<file path="src/rtl/simd_pkg.sv">
// rtl/simd_pkg.sv - shared types and constants for the SIMD operand-address generator
package simd_pkg;

    typedef enum logic [1:0] {
        IDLE = 2'd0,
        RUN  = 2'd1,
        DONE = 2'd2
    } state_t;

    // Bit positions of each flag inside a lane's 4-bit {V,Z,N,C} group
    localparam int FLAG_C = 0;
    localparam int FLAG_N = 1;
    localparam int FLAG_Z = 2;
    localparam int FLAG_V = 3;

    localparam int LANE_FLAGS = 4;

endpackage

</file>
<file path="src/rtl/simd_addr_gen_if.sv">
// rtl/simd_addr_gen_if.sv - address-triple stream between generator and lane ALU array
interface simd_addr_gen_if #(
    parameter int ADDR_W = 32,
    parameter int CNT_W  = 16
);
    logic [ADDR_W-1:0] s_addr;
    logic [ADDR_W-1:0] t_addr;
    logic [ADDR_W-1:0] d_addr;
    logic              out_valid;
    logic              out_ready;
    logic              last;
    logic [CNT_W-1:0]  elem_idx;

    modport master (
        output s_addr, t_addr, d_addr, out_valid, last, elem_idx,
        input  out_ready
    );

    modport slave (
        input  s_addr, t_addr, d_addr, out_valid, last, elem_idx,
        output out_ready
    );
endinterface

</file>
<file path="src/rtl/simd_addr_ptr.sv">
// rtl/simd_addr_ptr.sv - one working pointer: load from base, add stride on advance
module simd_addr_ptr #(
    parameter int ADDR_W = 32
) (
    input  logic              clk,
    input  logic              reset,
    input  logic              load,
    input  logic              advance,
    input  logic [ADDR_W-1:0] base,
    input  logic [ADDR_W-1:0] stride,
    output logic [ADDR_W-1:0] ptr
);

    // Wraps modulo 2^ADDR_W by plain truncation
    always_ff @(posedge clk or posedge reset) begin
        if (reset) begin
            ptr <= '0;
        end else if (load) begin
            ptr <= base;
        end else if (advance) begin
            ptr <= ptr + stride;
        end
    end

endmodule

</file>
<file path="src/rtl/simd_addr_gen.sv">
// rtl/simd_addr_gen.sv - S/T/D operand-address generator with sticky lane flags
module simd_addr_gen
    import simd_pkg::*;
#(
    parameter int ADDR_W = 32,
    parameter int LANES  = 4,
    parameter int LANE_W = 8,
    parameter int CNT_W  = 16
) (
    input  logic                        clk,
    input  logic                        reset,
    input  logic                        s_ld,
    input  logic                        t_ld,
    input  logic                        d_ld,
    input  logic                        len_ld,
    input  logic                        stride_ld,
    input  logic [ADDR_W-1:0]           addrs,
    input  logic                        start,
    output logic                        busy,
    output logic                        done,
    input  logic                        flag_we,
    input  logic [LANE_FLAGS*LANES-1:0] flag_in,
    output logic [LANE_FLAGS*LANES-1:0] flags,
    simd_addr_gen_if.master             addr_if
);

    localparam logic [ADDR_W-1:0] DEF_STRIDE = ADDR_W'(LANES * LANE_W / 8);

    state_t            state;
    logic [ADDR_W-1:0] sb_q, tb_q, db_q, stride_q;
    logic [CNT_W-1:0]  len_q;
    logic [CNT_W-1:0]  remaining;
    logic [CNT_W-1:0]  elem_idx_q;
    logic              start_acc;
    logic              ptr_load;
    logic              fire;

    assign start_acc = (state == IDLE) && start;
    assign ptr_load  = start_acc && (len_q != '0);
    assign fire      = (state == RUN) && addr_if.out_ready;

    assign addr_if.out_valid = (state == RUN);
    assign addr_if.last      = (state == RUN) && (remaining == CNT_W'(1));
    assign addr_if.elem_idx  = elem_idx_q;
    assign busy              = (state != IDLE);

    // Staging registers: a run samples them only at start, so loads mid-run affect the next run
    always_ff @(posedge clk or posedge reset) begin
        if (reset) begin
            sb_q     <= '0;
            tb_q     <= '0;
            db_q     <= '0;
            len_q    <= '0;
            stride_q <= DEF_STRIDE;
        end else begin
            if (s_ld)      sb_q     <= addrs;
            if (t_ld)      tb_q     <= addrs;
            if (d_ld)      db_q     <= addrs;
            if (len_ld)    len_q    <= addrs[CNT_W-1:0];
            if (stride_ld) stride_q <= addrs;
        end
    end

    simd_addr_ptr #(.ADDR_W(ADDR_W)) u_s_ptr (
        .clk(clk), .reset(reset), .load(ptr_load), .advance(fire),
        .base(sb_q), .stride(stride_q), .ptr(addr_if.s_addr)
    );

    simd_addr_ptr #(.ADDR_W(ADDR_W)) u_t_ptr (
        .clk(clk), .reset(reset), .load(ptr_load), .advance(fire),
        .base(tb_q), .stride(stride_q), .ptr(addr_if.t_addr)
    );

    simd_addr_ptr #(.ADDR_W(ADDR_W)) u_d_ptr (
        .clk(clk), .reset(reset), .load(ptr_load), .advance(fire),
        .base(db_q), .stride(stride_q), .ptr(addr_if.d_addr)
    );

    always_ff @(posedge clk or posedge reset) begin
        if (reset) begin
            state      <= IDLE;
            remaining  <= '0;
            elem_idx_q <= '0;
            done       <= 1'b0;
        end else begin
            done <= 1'b0;
            case (state)
                IDLE: begin
                    if (start) begin
                        if (len_q != '0) begin
                            state      <= RUN;
                            remaining  <= len_q;
                            elem_idx_q <= '0;
                        end else begin
                            state <= DONE;
                            done  <= 1'b1;
                        end
                    end
                end
                RUN: begin
                    if (addr_if.out_ready) begin
                        remaining  <= remaining - CNT_W'(1);
                        elem_idx_q <= elem_idx_q + CNT_W'(1);
                        if (remaining == CNT_W'(1)) begin
                            state <= DONE;
                            done  <= 1'b1;
                        end
                    end
                end
                DONE:    state <= IDLE;
                default: state <= IDLE;
            endcase
        end
    end

    // The start clear wins over the OR, so a same-cycle capture lands on a clean slate
    always_ff @(posedge clk or posedge reset) begin
        if (reset) begin
            flags <= '0;
        end else if (start_acc) begin
            flags <= flag_we ? flag_in : '0;
        end else if (flag_we) begin
            flags <= flags | flag_in;
        end
    end

endmodule

</file>
<file path="src/flat_wrapper.sv">
// flat-port wrapper written by rule: the top's interface ports become plain ports
module simd_addr_gen_flat import simd_pkg::*;
#(
    parameter int ADDR_W = 32,
    parameter int LANES  = 4,
    parameter int LANE_W = 8,
    parameter int CNT_W  = 16
)
  (clk, reset, s_ld, t_ld, d_ld, len_ld, stride_ld, addrs, start, busy, done, flag_we, flag_in, flags, addr_if_s_addr, addr_if_t_addr, addr_if_d_addr, addr_if_out_valid, addr_if_last, addr_if_elem_idx, addr_if_out_ready);
  simd_addr_gen_if #(.ADDR_W(ADDR_W), .CNT_W(CNT_W)) addr_if_i ();
  input  logic clk;
  input  logic reset;
  input  logic s_ld;
  input  logic t_ld;
  input  logic d_ld;
  input  logic len_ld;
  input  logic stride_ld;
  input  logic [ADDR_W-1:0] addrs;
  input  logic start;
  output logic busy;
  output logic done;
  input  logic flag_we;
  input  logic [LANE_FLAGS*LANES-1:0] flag_in;
  output logic [LANE_FLAGS*LANES-1:0] flags;
  output wire logic [$bits(addr_if_i.s_addr)-1:0] addr_if_s_addr;
  output wire logic [$bits(addr_if_i.t_addr)-1:0] addr_if_t_addr;
  output wire logic [$bits(addr_if_i.d_addr)-1:0] addr_if_d_addr;
  output wire logic [$bits(addr_if_i.out_valid)-1:0] addr_if_out_valid;
  output wire logic [$bits(addr_if_i.last)-1:0] addr_if_last;
  output wire logic [$bits(addr_if_i.elem_idx)-1:0] addr_if_elem_idx;
  input wire logic [$bits(addr_if_i.out_ready)-1:0] addr_if_out_ready;
  assign addr_if_s_addr = addr_if_i.s_addr;
  assign addr_if_t_addr = addr_if_i.t_addr;
  assign addr_if_d_addr = addr_if_i.d_addr;
  assign addr_if_out_valid = addr_if_i.out_valid;
  assign addr_if_last = addr_if_i.last;
  assign addr_if_elem_idx = addr_if_i.elem_idx;
  assign addr_if_i.out_ready = addr_if_out_ready;
  simd_addr_gen #(.ADDR_W(ADDR_W), .LANES(LANES), .LANE_W(LANE_W), .CNT_W(CNT_W)) u_core (.clk(clk), .reset(reset), .s_ld(s_ld), .t_ld(t_ld), .d_ld(d_ld), .len_ld(len_ld), .stride_ld(stride_ld), .addrs(addrs), .start(start), .busy(busy), .done(done), .flag_we(flag_we), .flag_in(flag_in), .flags(flags), .addr_if(addr_if_i));
endmodule
</file>
<file path="config.mk">
export PLATFORM = sky130hd
export DESIGN_NAME = simd_addr_gen_flat
export DESIGN_NICKNAME = d
export VERILOG_FILES = /design/src/rtl/simd_pkg.sv /design/src/rtl/simd_addr_gen_if.sv /design/src/rtl/simd_addr_ptr.sv /design/src/rtl/simd_addr_gen.sv /design/src/flat_wrapper.sv
export SDC_FILE = /design/constraint.sdc
export NUM_CORES = 1
export LEC_CHECK = 0
export ABC_AREA = 1
export CAP_MARGIN = 10
export CELL_PAD_IN_SITES_DETAIL_PLACEMENT = 0
export CELL_PAD_IN_SITES_GLOBAL_PLACEMENT = 1
export CORE_MARGIN = 3
export CORE_UTILIZATION = 38
export CTS_BUF_LIST = sky130_fd_sc_hd__clkbuf_16
export CTS_CLUSTER_DIAMETER = 150
export CTS_CLUSTER_SIZE = 20
export DETAILED_ROUTE_END_ITERATION = 7
export PLACE_DENSITY = 0.78
export SYNTH_ARGS = -nofsm -noshare
export SYNTH_HDL_FRONTEND = slang
export SYNTH_SLANG_ARGS = --single-unit
</file>
<file path="constraint.sdc">
create_clock -name clk -period 9.21 [get_ports clk]
set_clock_uncertainty 0.2 [all_clocks]
set_input_delay 1.3815 -clock clk [delete_from_list [all_inputs] [get_ports clk]]
set_output_delay 1.3815 -clock clk [all_outputs]
set_load 0.02 [all_outputs]
</file>
Word level (Yosys, flattened, before mapping)
Cells that the tools add are included.
{ "totals": {"out_inout_bits": 132, "in_bits": 58, "register_bits": 291} }
{ "classes": {"reduce_logical": 12, "bitwise": 1, "n_eq_ne": 6, "muxes": 27, "n_addsub": 5} }
{ "ops": {"columns": ["cell", "count"], "rows": [
  ["$mux 32", 6],
  ["$mux 16", 9],
  ["$add 32x32->32", 3],
  ["$pmux 16 s2", 2],
  ["$add 16x1->16 const B", 1],
  ["$eq 16x1->1 const B", 1],
  ["$or 16x16->16", 1],
  ["$reduce_bool 16->1", 1],
  ["$sub 16x1->16 const B", 1],
  ["$mux 2", 4],
  ["$reduce_bool 2->1", 4],
  ["$logic_and 1x1->1", 4],
  ["$mux 1", 4],
  ["$ne 2x1->1 const B", 2],
  ["$ne 2x2->1 const B", 2],
  ["$pmux 2 s2", 1],
  ["$reduce_and 4->1", 1],
  ["$reduce_and 3->1", 1],
  ["$eq 2x1->1 const B", 1],
  ["$logic_not 2->1", 1],
  ["$pmux 1 s2", 1]
]} }

Longest topological paths before layout
Gate-level depths: netlist of the first run.
{ "depth": {"depth_word": 4, "ltp_mapped": 13, "depth_no_buf": 13} }

Cells and area by module
A second synthesis of the first run with hierarchy kept.
{ "unflattened": {"hier_cells": 2607, "hier_area_um2": 19203.4} }
{ "modules_own_cells": {"columns": ["module", "area_per_inst_um2", "n_inst", "cells_per_inst", "seq_area_each_um2"], "rows": [
  ["simd_addr_gen", 8206.6, 1, 721, 4880.9],
  ["simd_addr_ptr at u_core.u_s_ptr ...", 3663.5, 2, 628, 800.8],
  ["simd_addr_ptr at u_core.u_d_ptr", 3669.8, 1, 630, 800.8]
]} }

Worst setup path after synthesis of the first run
No wires, ideal clock.
{ "synth_timing": {"path_type": "reg-to-output", "start": "register u_core.state[1]", "end": "output addr_if_last", "t_required_ns": 7.628, "t_arrival_ns": 1.200, "slack_ns": 6.429, "stages_incl_launch_ff": 5, "n_path_buf": 1, "cell_sequence": "dfrtp_1 -> nor2_4 -> inv_2 -> buf_1 -> nor2_1"} }
{ "synth_between": {"elab_chain_cells": 2} }
{ "synth_rtl": {"columns": ["item", "line_no", "rtl"], "rows": [
  ["from (decl)", "simd_addr_gen.sv:29", "state_t state;"],
  ["from (signal assigned)", "simd_addr_gen.sv:81", "state <= IDLE;"],
  ["from (signal assigned)", "simd_addr_gen.sv:91", "state <= RUN;"],
  ["from (signal assigned)", "simd_addr_gen.sv:95", "state <= DONE;"],
  ["$eq 2x1->1", "simd_addr_gen.sv:43", "assign addr_if.last = (state == RUN) && (remaining == CNT_W'(1));"],
  ["$logic_and 1x1->1", "simd_addr_gen.sv:43", null],
  ["to (decl)", "flat_wrapper.sv:29", "output wire logic [$bits(addr_if_i.last)-1:0] addr_if_last;"]
]} }
No other way between the ends.

Worst setup path in the final report of the first run
{ "layout_timing": {"start": "register u_core.state[1]", "end": "register u_core.u_d_ptr.ptr[26]"} }
{ "layout_between": {"elab_chain_cells": 4, "elab_cells_between_ends": 7} }
{ "layout_rtl": {"columns": ["item", "line_no", "rtl"], "rows": [
  ["$logic_not 2->1", "simd_addr_gen.sv:38", "assign start_acc = (state == IDLE) && start;"],
  ["$logic_and 1x1->1", "simd_addr_gen.sv:38", null],
  ["$logic_and 1x1->1", "simd_addr_gen.sv:39", "assign ptr_load = start_acc && (len_q != '0);"],
  ["$mux 32 or $reduce_bool 2->1 (tied branches)", null, null],
  ["to (signal assigned)", "simd_addr_ptr.sv:19", "ptr <= base;"],
  ["to (signal assigned)", "simd_addr_ptr.sv:21", "ptr <= ptr + stride;"],
  ["to (decl)", "simd_addr_ptr.sv:11", "output logic [ADDR_W-1:0] ptr"]
]} }
Parallel ways exist; a longest one is shown, timed or not.
A chain may end at the register's enable or synchronous reset.

==> run_results.csv, run 1 <==
group,metric,value,unit
logic_synthesis,synth_xor_area_frac,0.0109,
logic_synthesis,avgSynthCellArea,6.82,um2
logic_synthesis,yosys.area.top_type,"dfrtp_1",
detailed_routing,num_vias,18100,
logic_synthesis,syn_inst,2822,
critical_path,r2r_cells,14,
critical_path,critPathMaxFanout,80,
critical_path,cp.required,9.41,ns
critical_path,path_cells,"nor2_4 -> inv_2 -> nor2_4 -> buf_4 -> inv_2 -> buf_4 -> nand2_1 -> buf_4 -> clkinv_2 -> buf_4 -> nand2_1 -> o21ai_0 -> inv_1 -> nand2_1",
sta,slew_violations,0,
cells_and_area,nets,3128,
grt,grt_first_pass_wirelength,96.6,mm
logic_synthesis,synthMuxAreaShare,0.0392,
die,initial_core_util,0.389,
power,sw_frac_of_total,0.499,
critical_path,critPathLaunchType,"flop",
clock_tree,cts_root_buffer,"clkbuf_16",
logic_synthesis,synth_top_family_by_area,"simple AND/OR/NAND/NOR gates",
critical_path,path_common_cell,"buf_4",
die,core_area,49500,um2
logic_synthesis,synthesis.nets,2979,
grt,grtUsageTotal,0.229,
min_path,hold_class,"flop to flop",
critical_path,cp_num_buf_inv,8,
run,maxCapViolations,0,
sta,whs,0.289,ns
clock_tree,cts_buffer_depth,3,
logic_synthesis,synthTopCellsByCount,"1053 x nand2_1, 501 x inv_1, 290 x dfrtp_1",
grt,antenna_found_initial,0,
detailed_routing,routedWlPerCell,17.0,um
power,powerDensity,321,nW/um2
grt,grt_max_degree,165,
clock_tree,hold_buffers,0,
detailed_routing,vias_per_cell,4.97,
logic_synthesis,synthAdderAreaFrac,0.0656,
critical_path,arrival,5.35,ns
clock_tree,cts_resized,0,
detailed_routing,drc,0,
detailed_routing,wirelength,61.9,mm
clock_tree,clkTransAtPathRegs,0.09,ns
place,hpwl,47.6,mm
sta,slew_headroom,0.294,
logic_synthesis,synth.distinct_cells,36,
clock_tree,cts_max_level,1,
cells_and_area,area_growth,15.7,%
detailed_routing,postRouteAntennaNets,0,
logic_synthesis,synth_compound_area_frac,0.0941,
outcome,outcome,"finished, final reports clean",
place,globalplace.congestion,0.902,
power,p_sw,3.56,mW
critical_path,ff2ff_setup_slack,4.06,ns
clock_tree,cts_made_buffers,18,
critical_path,critPathTopFamily,"buffers and inverters",
detailed_routing,drt_first_pass_iters,5,
clock_tree,tritoncts,"yes",
die,num_rows,81,
logic_synthesis,yosysWarnings,0,
die,die_w,231,um
critical_path,worstSetupPathType,"flop to flop",
sta,setup_viol,0,
logic_synthesis,async_reset_ff_frac,1.00,
cells_and_area,n_antenna_cell,0,
power,vdd_drop_max,117,uV
critical_path,end_kind,"flop",
sta,period_needed,5.15,ns
clock_tree,cts_setup_buffers,0,
die,die_area,53400,um2
min_path,worstHoldPathCells,2,
logic_synthesis,ys_seq_area_frac,0.379,
critical_path,reg2reg_to,"u_core.u_d_ptr.ptr[26]$_DFFE_PP0P_",
sta,worst_pin_slew,1.06,ns
grt,grt_pass1_vias,17200,
sta,period_share,0.559,
power,power.share.clock,0.113,
die,die_y,231,um
power,p_int,3.58,mW
critical_path,critical_path.max_stage_delay,0.71,ns
power,p_seq_frac,0.287,
logic_synthesis,synth_area,19200,um2
logic_synthesis,yosysTopAreaCellShare,0.377,
sta,rsz0062_at_grt,"false",
sta,setup_tns,0,ns
logic_synthesis,ys_ff_latch,291,
cells_and_area,layout-drive-gt1-share,0.0383,
power,leakagePower,11.8,nW
logic_synthesis,synth_area_leaders,"dfrtp_1 38%, nand2_1 21%, inv_1 9.8%",
logic_synthesis,synth-simple-area-share,0.298,
die,io_pins,190,
grt,overflow,0,
sta,fmax,0.194,GHz
power,p_comb_frac,0.600,
logic_synthesis,synth.most_common_cell,"nand2_1",
clock_tree,cts.sinks,291,
place,io_buffers,189,
min_path,min_from,"u_core.tb_q[17]$_DFFE_PP0P_",
sta,finalHoldViolCount,0,
logic_synthesis,synth_ff_type,"dfrtp_1",
critical_path,r2r_start,"u_core.state[1]$_DFFE_PP0P_",
min_path,hold_end,"u_core.u_t_ptr.ptr[17]$_DFFE_PP0P_",
logic_synthesis,synth-edff-count,0,
detailed_routing,drt_iter0_drc,1324,
clock_tree,clk_latency,0.54,ns
critical_path,crit_path_top_delay_cell,"buf_4",
==> power by group through the flow <==
stage / clock (mW) / sequential, mW / combinational (mW)
3_3_place_gp: 0 / 2.07 / 4.23
5_1_grt: 0.876 / 2.10 / 4.83
3_5_place_dp: 0 / 2.06 / 4.28
6_report: 0.809 / 2.05 / 4.29
2_1_floorplan: 0 / 2.23 / 2.57
4_1_cts: 0.835 / 2.04 / 4.30
==> kinds of logic after synthesis <==
kind of cell	Yosys count
simple gates	1430
buf+inv	576
compound gates	335
flops	291
fa+ha+maj	99
mux	67
xor+xnor	24
==> state kept, by name (all words and copies together), names as in the netlist, 32 cells and up <==
register and cells:
u_core.stride_q 32, u_core.u_t_ptr.ptr 32, u_core.tb_q 32, u_core.u_s_ptr.ptr 32, u_core.db_q 32, u_core.sb_q 32
u_core.u_d_ptr.ptr 32
==> worst register-to-register path, cell delays in order, from the launching register on <==
cell      delay [ns]
dfrtp_1         0.41
nor2_4          0.69
inv_2           0.40
nor2_4          0.16
buf_4           0.71
inv_2           0.04
buf_4           0.32
nand2_1         0.15
buf_4           0.40
clkinv_2        0.49
buf_4           0.57
nand2_1         0.23
o21ai_0         0.10
inv_1           0.10
nand2_1         0.05
==> cell type report <==
cell class,instances,area (um2)
fillers,5200,27200
multi-input cells,1955,9760
flip-flops and latches,291,7280
repair buffers,199,1980
inverters,506,1900
well taps,664,831
clock buffers,18,450
clock inverters,9,53.8
==> worst max-delay path by stage <==
| stage | startpoint | end | slack [ns] | depth (start not counted) |
|---|---|---|---|---|
| 6_report | u_core.state[1]$_DFFE_PP0P_ | u_core.u_d_ptr.ptr[26]$_DFFE_PP0P_ | 4.06 | 14 |
| 5_1_grt | u_core.state[1]$_DFFE_PP0P_ | u_core.u_t_ptr.ptr[21]$_DFFE_PP0P_ | 3.59 | 14 |
| 4_1_cts | u_core.state[1]$_DFFE_PP0P_ | u_core.u_d_ptr.ptr[26]$_DFFE_PP0P_ | 4.15 | 14 |
| 3_5_place_dp | addr_if_out_ready | u_core.u_d_ptr.ptr[26]$_DFFE_PP0P_ | 3.67 | 14 |
| 3_3_place_gp | addr_if_out_ready | u_core.u_d_ptr.ptr[25]$_DFFE_PP0P_ | 3.77 | 14 |
| 2_1_floorplan | reset | u_core.addr_if.elem_idx[0]$_DFFE_PP0P_ | 3.77 | 1 |
==> stage by stage <==
step	total power [mW]	setup WS (ns)	util	cell area, um2	cells
2_1_floorplan	4.81	3.77	-	19200	2822
3_3_place_gp	6.29	3.77	0.440	21700	3614
3_5_place_dp	6.35	3.67	0.440	21700	3614
4_1_cts	7.18	4.15	0.450	22200	3641
5_1_grt	7.80	3.59	0.450	22300	3642
6_report	7.15	4.06	0.450	22300	3642
==> metal layers <==
metal,GRT usage,vias up,routed length [um]
met5,0,-,0
met4,0.0633,0,1770
met2,0.364,412,27300
met1,0.336,8492,30100
met3,0.0199,88,2710
li1,-,9093,-
==> cell usage in the layout, fill, tap and decap left out, types with 18 or more instances in the layout <==
master           synthesis  final
inv_1                  501    507
nand4_1                 22     22
nor2_1                 146    146
clkbuf_16                0     18
a21oi_1                 90     90
o21ai_0                194    194
nand2_1               1053   1052
ha_1                    96     96
clkdlybuf4s50_1          0    186
nor3_1                  22     22
mux2_2                  67     67
dfrtp_1                290    290
nand3_1                169    169
o211ai_1                29     29
No activity file was read; power rests on OpenSTA's default activity.
==> run 2, diff against run 1 <==
--- a/config.mk
+++ b/config.mk
@@ -10,12 +10,12 @@
 export CELL_PAD_IN_SITES_DETAIL_PLACEMENT = 0
 export CELL_PAD_IN_SITES_GLOBAL_PLACEMENT = 1
 export CORE_MARGIN = 3
-export CORE_UTILIZATION = 38
+export CORE_UTILIZATION = 42
 export CTS_BUF_LIST = sky130_fd_sc_hd__clkbuf_16
 export CTS_CLUSTER_DIAMETER = 150
 export CTS_CLUSTER_SIZE = 20
 export DETAILED_ROUTE_END_ITERATION = 7
-export PLACE_DENSITY = 0.78
+export PLACE_DENSITY = 0.81
 export SYNTH_ARGS = -nofsm -noshare
 export SYNTH_HDL_FRONTEND = slang
 export SYNTH_SLANG_ARGS = --single-unit
==> constraint.sdc (replaced) <==
create_clock -name clk -period 4.8 [get_ports clk]
set_clock_uncertainty 0.2 [all_clocks]
set_input_delay 0.72 -clock clk [delete_from_list [all_inputs] [get_ports clk]]
set_output_delay 0.72 -clock clk [all_outputs]
set_load 0.02 [all_outputs]
==> run_results.csv, run 2 (synthesized netlist as in run 1, its figures left out) <==
group,metric,value,unit
critical_path,critical_path_depth,12,
place,hpwl,47.3,mm
clock_tree,cts_setup_buffers,0,
cells_and_area,multi_input_area,9760,um2
critical_path,r2r_start,"u_core.state[0]$_DFFE_PP0P_",
grt,antenna_found_initial,1,
cells_and_area,n_fill_cell,4567,
min_path,min_from,"u_core.tb_q[11]$_DFFE_PP0P_",
clock_tree,cts_root_buffer,"clkbuf_16",
clock_tree,cts_made_buffers,18,
grt,grtUsageTotal,0.253,
cells_and_area,layout-drive-gt1-share,0.0389,
detailed_routing,vias_per_cell,5.06,
place,placed_cell_area,21700,um2
die,die_w,220,um
outcome,outcome,"finished, final reports clean",
critical_path,r2r_cells,12,
detailed_routing,drt_first_pass_iters,5,
grt,grt_first_pass_wirelength,95.7,mm
cells_and_area,area_growth,15.4,%
critical_path,path_cells,"inv_1 -> nor2_4 -> inv_2 -> nor2_4 -> inv_2 -> nand2_1 -> clkinv_2 -> buf_4 -> nand2_1 -> o21ai_0 -> inv_1 -> nand2_1",
clock_tree,clk_latency,0.53,ns
die,die_area,48400,um2
run,maxCapViolations,0,
clock_tree,hold_buffers,0,
die,initial_core_util,0.430,
sta,setup_tns,0,ns
critical_path,end_kind,"flop",
critical_path,cp.required,5.06,ns
power,powerDensity,618,nW/um2
cells_and_area,final_area,22200,um2
critical_path,ff2ff_setup_slack,1.22,ns
sta,postLayoutSetupSlackWorst,1.22,ns
power,leakagePower,11.8,nW
clock_tree,cts.sinks,291,
die,die_y,220,um
clock_tree,tritoncts,"yes",
critical_path,crit_end,"u_core.u_s_ptr.ptr[30]$_DFFE_PP0P_",
cells_and_area,mostFrequentLayoutCells,"1052 x nand2_1, 506 x inv_1, 290 x dfrtp_1",
sta,slew_headroom,0.347,
clock_tree,clkTransAtPathRegs,0.09,ns
critical_path,cp_num_buf_inv,6,
critical_path,path_common_cell,"nand2_1",
cells_and_area,nets,3130,
sta,period_share,0.746,
detailed_routing,drt_iter0_drc,1327,
critical_path,arrival,3.84,ns
grt,grt_pass1_vias,17200,
clock_tree,cts_max_level,1,
critical_path,critPathLaunchType,"flop",
sta,worst_pin_slew,0.979,ns
critical_path,reg2reg_to,"u_core.u_s_ptr.ptr[30]$_DFFE_PP0P_",
clock_tree,cts_buffer_depth,3,
critical_path,critPathMaxFanout,81,
detailed_routing,wirelength,61.1,mm
place,globalplace.congestion,0.932,
sta,period_needed,3.58,ns
sta,slew_violations,0,
sta,rsz0062_at_grt,"false",
min_path,hold_class,"flop to flop",
critical_path,crit_path_top_delay_cell,"buf_4",
cells_and_area,final_common_cell,"nand2_1",
clock_tree,cts_resized,0,
detailed_routing,num_vias,18100,
grt,grt_max_degree,138,
detailed_routing,postRouteAntennaNets,0,
critical_path,critPathLaunch,"u_core.state[0]$_DFFE_PP0P_",
die,core_area,44700,um2
critical_path,critical_path.max_stage_delay,0.81,ns
sta,setup_viol,0,
critical_path,critPathTopFamily,"buffers and inverters",
cells_and_area,n_antenna_cell,0,
sta,fmax,0.279,GHz
critical_path,worstSetupPathType,"flop to flop",
die,io_pins,190,
place,io_buffers,189,
cells_and_area,seq_area,7280,um2
place,dp_slack,0.846,ns
detailed_routing,routedWlPerCell,17.1,um
die,num_rows,77,
detailed_routing,drc,0,
power,vdd_drop_max,223,uV
sta,finalHoldViolCount,0,
grt,overflow,0,
[run 2: cell count changes in the layout (fill, tap and decap cells not counted), sizes merged]
| cell | delta |
|---|---|
| clkbuf | +1 |
| inv | -1 |
| clkinv | -1 |
| buf | +2 |
[run 2: area by class of cell]
cell class,instances,area share
Multi-Input combinational cell,1955,0.440
Sequential cell,291,0.328
Timing Repair Buffer,201,0.0898
Inverter,506,0.0858
Tap cell,592,0.0334
Clock buffer,19,0.0214
Clock inverter,7,0.00152
[run 2: layer usage]
metal  GRT usage  wire length, um  vias up
met4      0.0670             1600        2
met1       0.383            30100     8456
met2       0.390            26600      434
li1            -                -     9080
met5           0               12        -
met3      0.0214             2830       80
[run 2: stage by stage]
step	hold slack (ns)	std cells	utilization	total power [mW]
2_1_floorplan	0.261	2822	-	9.22
3_3_place_gp	0.269	3545	0.485	12.1
3_5_place_dp	0.278	3545	0.485	12.1
4_1_cts	0.289	3571	0.496	13.8
5_1_grt	0.319	3571	0.496	15.1
6_report	0.274	3571	0.496	13.7
[run 2: where the power goes]
part	leakage, nW	internal [mW]	total, mW	switching [mW]
combinational	8.04	3.05	8.20	5.16
clock	0.272	0.719	1.57	0.854
sequential	3.47	3.14	3.94	0.800
total	11.8	6.91	13.7	6.81
[run 2: how the worst min path moves through the flow]
| stage | slack, ns | cells past startpoint | to |
|---|---|---|---|
| 3_5_place_dp | 0.28 | 2 | u_core.u_t_ptr.ptr[11]$_DFFE_PP0P_ |
| 3_3_place_gp | 0.27 | 2 | u_core.u_t_ptr.ptr[17]$_DFFE_PP0P_ |
| 4_1_cts | 0.29 | 2 | u_core.u_t_ptr.ptr[17]$_DFFE_PP0P_ |
| 2_1_floorplan | 0.26 | 2 | u_core.u_d_ptr.ptr[13]$_DFFE_PP0P_ |
| 6_report | 0.27 | 2 | u_core.u_t_ptr.ptr[11]$_DFFE_PP0P_ |
| 5_1_grt | 0.32 | 2 | u_core.u_t_ptr.ptr[17]$_DFFE_PP0P_ |
[run 2: tightest hold or removal path: stages (launching register included)]
cell     delay [ns]
dfrtp_1        0.35
nand2_1        0.05
nand3_1        0.06
==> run 3, diff against run 2 <==
==> constraint.sdc (replaced) <==
create_clock -name clk -period 3.4 [get_ports clk]
set_clock_uncertainty 0.2 [all_clocks]
set_input_delay 0.51 -clock clk [delete_from_list [all_inputs] [get_ports clk]]
set_output_delay 0.51 -clock clk [all_outputs]
set_load 0.02 [all_outputs]
==> run_results.csv, run 3 (synthesized netlist as in run 1, its figures left out) <==
group,metric,value,unit
grt,grtUsageTotal,0.259,
clock_tree,cts_max_level,1,
cells_and_area,n_fill_cell,4599,
sta,setup_tns,0,ns
die,num_rows,77,
power,leakagePower,11.8,nW
critical_path,r2r_start,"u_core.stride_q[0]$_DFFE_PP0P_",
critical_path,end_kind,"primary output",
die,die_area,48400,um2
power,total_power,19.4,mW
cells_and_area,instances_no_fill,3584,
sta,period_share,0.892,
die,initial_core_util,0.430,
place,dp_slack,0.818,ns
sta,slew_headroom,0.304,
cells_and_area,final_common_cell,"nand2_1",
clock_tree,cts_resized,0,
sta,finalHoldViolCount,0,
sta,worst_pin_slew,1.04,ns
clock_tree,cts_root_buffer,"clkbuf_16",
sta,period_needed,3.03,ns
place,placed_cell_area,21800,um2
clock_tree,clk_latency,0.54,ns
sta,whs,0.285,ns
grt,grt_first_pass_wirelength,98.1,mm
critical_path,worstSetupPathType,"flop to primary output",
clock_tree,tritoncts,"yes",
die,io_pins,190,
clock_tree,cts_buffer_depth,3,
critical_path,critPathLaunch,"u_core.remaining[6]$_DFFE_PP0P_",
clock_tree,cts_setup_buffers,0,
place,globalplace.congestion,0.911,
cells_and_area,mostFrequentLayoutCells,"1052 x nand2_1, 507 x inv_1, 290 x dfrtp_1",
critical_path,crit_end,"addr_if_last",
cells_and_area,final_area,22300,um2
critical_path,reg2reg_to,"u_core.u_d_ptr.ptr[30]$_DFFE_PP0P_",
critical_path,critPathMaxFanout,5,
outcome,outcome,"finished, final reports clean",
power,powerDensity,869,nW/um2
sta,slew_violations,0,
cells_and_area,nets,3142,
detailed_routing,drt_iter0_drc,1400,
cells_and_area,fin_util,0.499,
cells_and_area,layout-drive-gt1-share,0.0424,
sta,fmax,0.330,GHz
place,dp_cells,3556,
grt,grt_max_degree,111,
detailed_routing,num_vias,18100,
clock_tree,cts.sinks,291,
cells_and_area,area_growth,15.9,%
detailed_routing,drc,0,
sta,rsz0062_at_grt,"false",
power,vdd_drop_max,438,uV
clock_tree,clkTransAtPathRegs,0.09,ns
grt,grt_pass1_vias,17400,
detailed_routing,drt_first_pass_iters,5,
die,die_y,220,um
grt,overflow,0,
clock_tree,cts_made_buffers,18,
clock_tree,hold_buffers,1,
critical_path,r2r_cells,12,
grt,antenna_found_initial,1,
min_path,hold_class,"flop to flop",
sta,setup_viol,0,
sta,postLayoutSetupSlackWorst,0.366,ns
detailed_routing,vias_per_cell,5.05,
critical_path,cp.required,2.69,ns
detailed_routing,postRouteAntennaNets,0,
detailed_routing,wirelength,62.0,mm
critical_path,ff2ff_setup_slack,0.78,ns
critical_path,arrival,2.32,ns
critical_path,critPathLaunchType,"flop",
place,io_buffers,189,
cells_and_area,n_antenna_cell,0,
place,hpwl,48.0,mm
detailed_routing,routedWlPerCell,17.3,um
die,die_w,220,um
die,core_area,44700,um2
run,maxCapViolations,0,
run 3: changes by cell type in the layout (fill, tap and decap cells not counted), sizes merged:
| cell | previous run | this run |
|---|---|---|
| buf | 15 | 26 |
| dlygate4sd3 | 0 | 1 |
| clkbuf | 19 | 18 |
| clkinv | 3 | 4 |
| inv | 509 | 510 |
run 3: routing by layer:
layer	global-route usage	vias up	part of all wire	wire length [um]
met3	0.0241	68	0.048	2960
li1	-	9132	-	-
met1	0.393	8465	0.49	30700
met2	0.404	436	0.44	27100
met5	0	-	0.00032	20
met4	0.0547	2	0.020	1230
run 3: how the worst min path moves through the flow:
stage | slack [ns] | from | to | depth (start not counted)
2_1_floorplan | 0.26 | u_core.db_q[13]$_DFFE_PP0P_ | u_core.u_d_ptr.ptr[13]$_DFFE_PP0P_ | 2
3_3_place_gp | 0.27 | u_core.tb_q[16]$_DFFE_PP0P_ | u_core.u_t_ptr.ptr[16]$_DFFE_PP0P_ | 2
3_5_place_dp | 0.28 | u_core.tb_q[10]$_DFFE_PP0P_ | u_core.u_t_ptr.ptr[10]$_DFFE_PP0P_ | 2
4_1_cts | 0.28 | flag_in[14] | u_core.flags[14]$_DFFE_PP0P_ | 3
5_1_grt | 0.31 | u_core.tb_q[12]$_DFFE_PP0P_ | u_core.u_t_ptr.ptr[12]$_DFFE_PP0P_ | 2
6_report | 0.28 | u_core.tb_q[12]$_DFFE_PP0P_ | u_core.u_t_ptr.ptr[12]$_DFFE_PP0P_ | 2
run 3: final cells by class:
class                      instances  area (um2)  area share
sequential                       291        7280       0.327
inverter                         506        1900      0.0854
clock buffer                      18         450      0.0202
clock inverter                     9        53.8     0.00241
multi-input combinational       1955        9760       0.438
timing repair buffer             213        2100      0.0941
tap                              592         741      0.0332
run 3: power by group:
part	switching, mW	total [mW]	internal (mW)
clock	1.23	2.21	0.977
sequential	1.11	5.55	4.44
combinational	7.28	11.6	4.33
total	9.63	19.4	9.74
run 3: worst max-delay path: stages, from the launching register on:
cell and delay [ns]:
dfrtp_1 0.43, nor3_1 0.39, nand4_1 0.21, nor2_1 0.12, clkdlybuf4s50_1 0.62
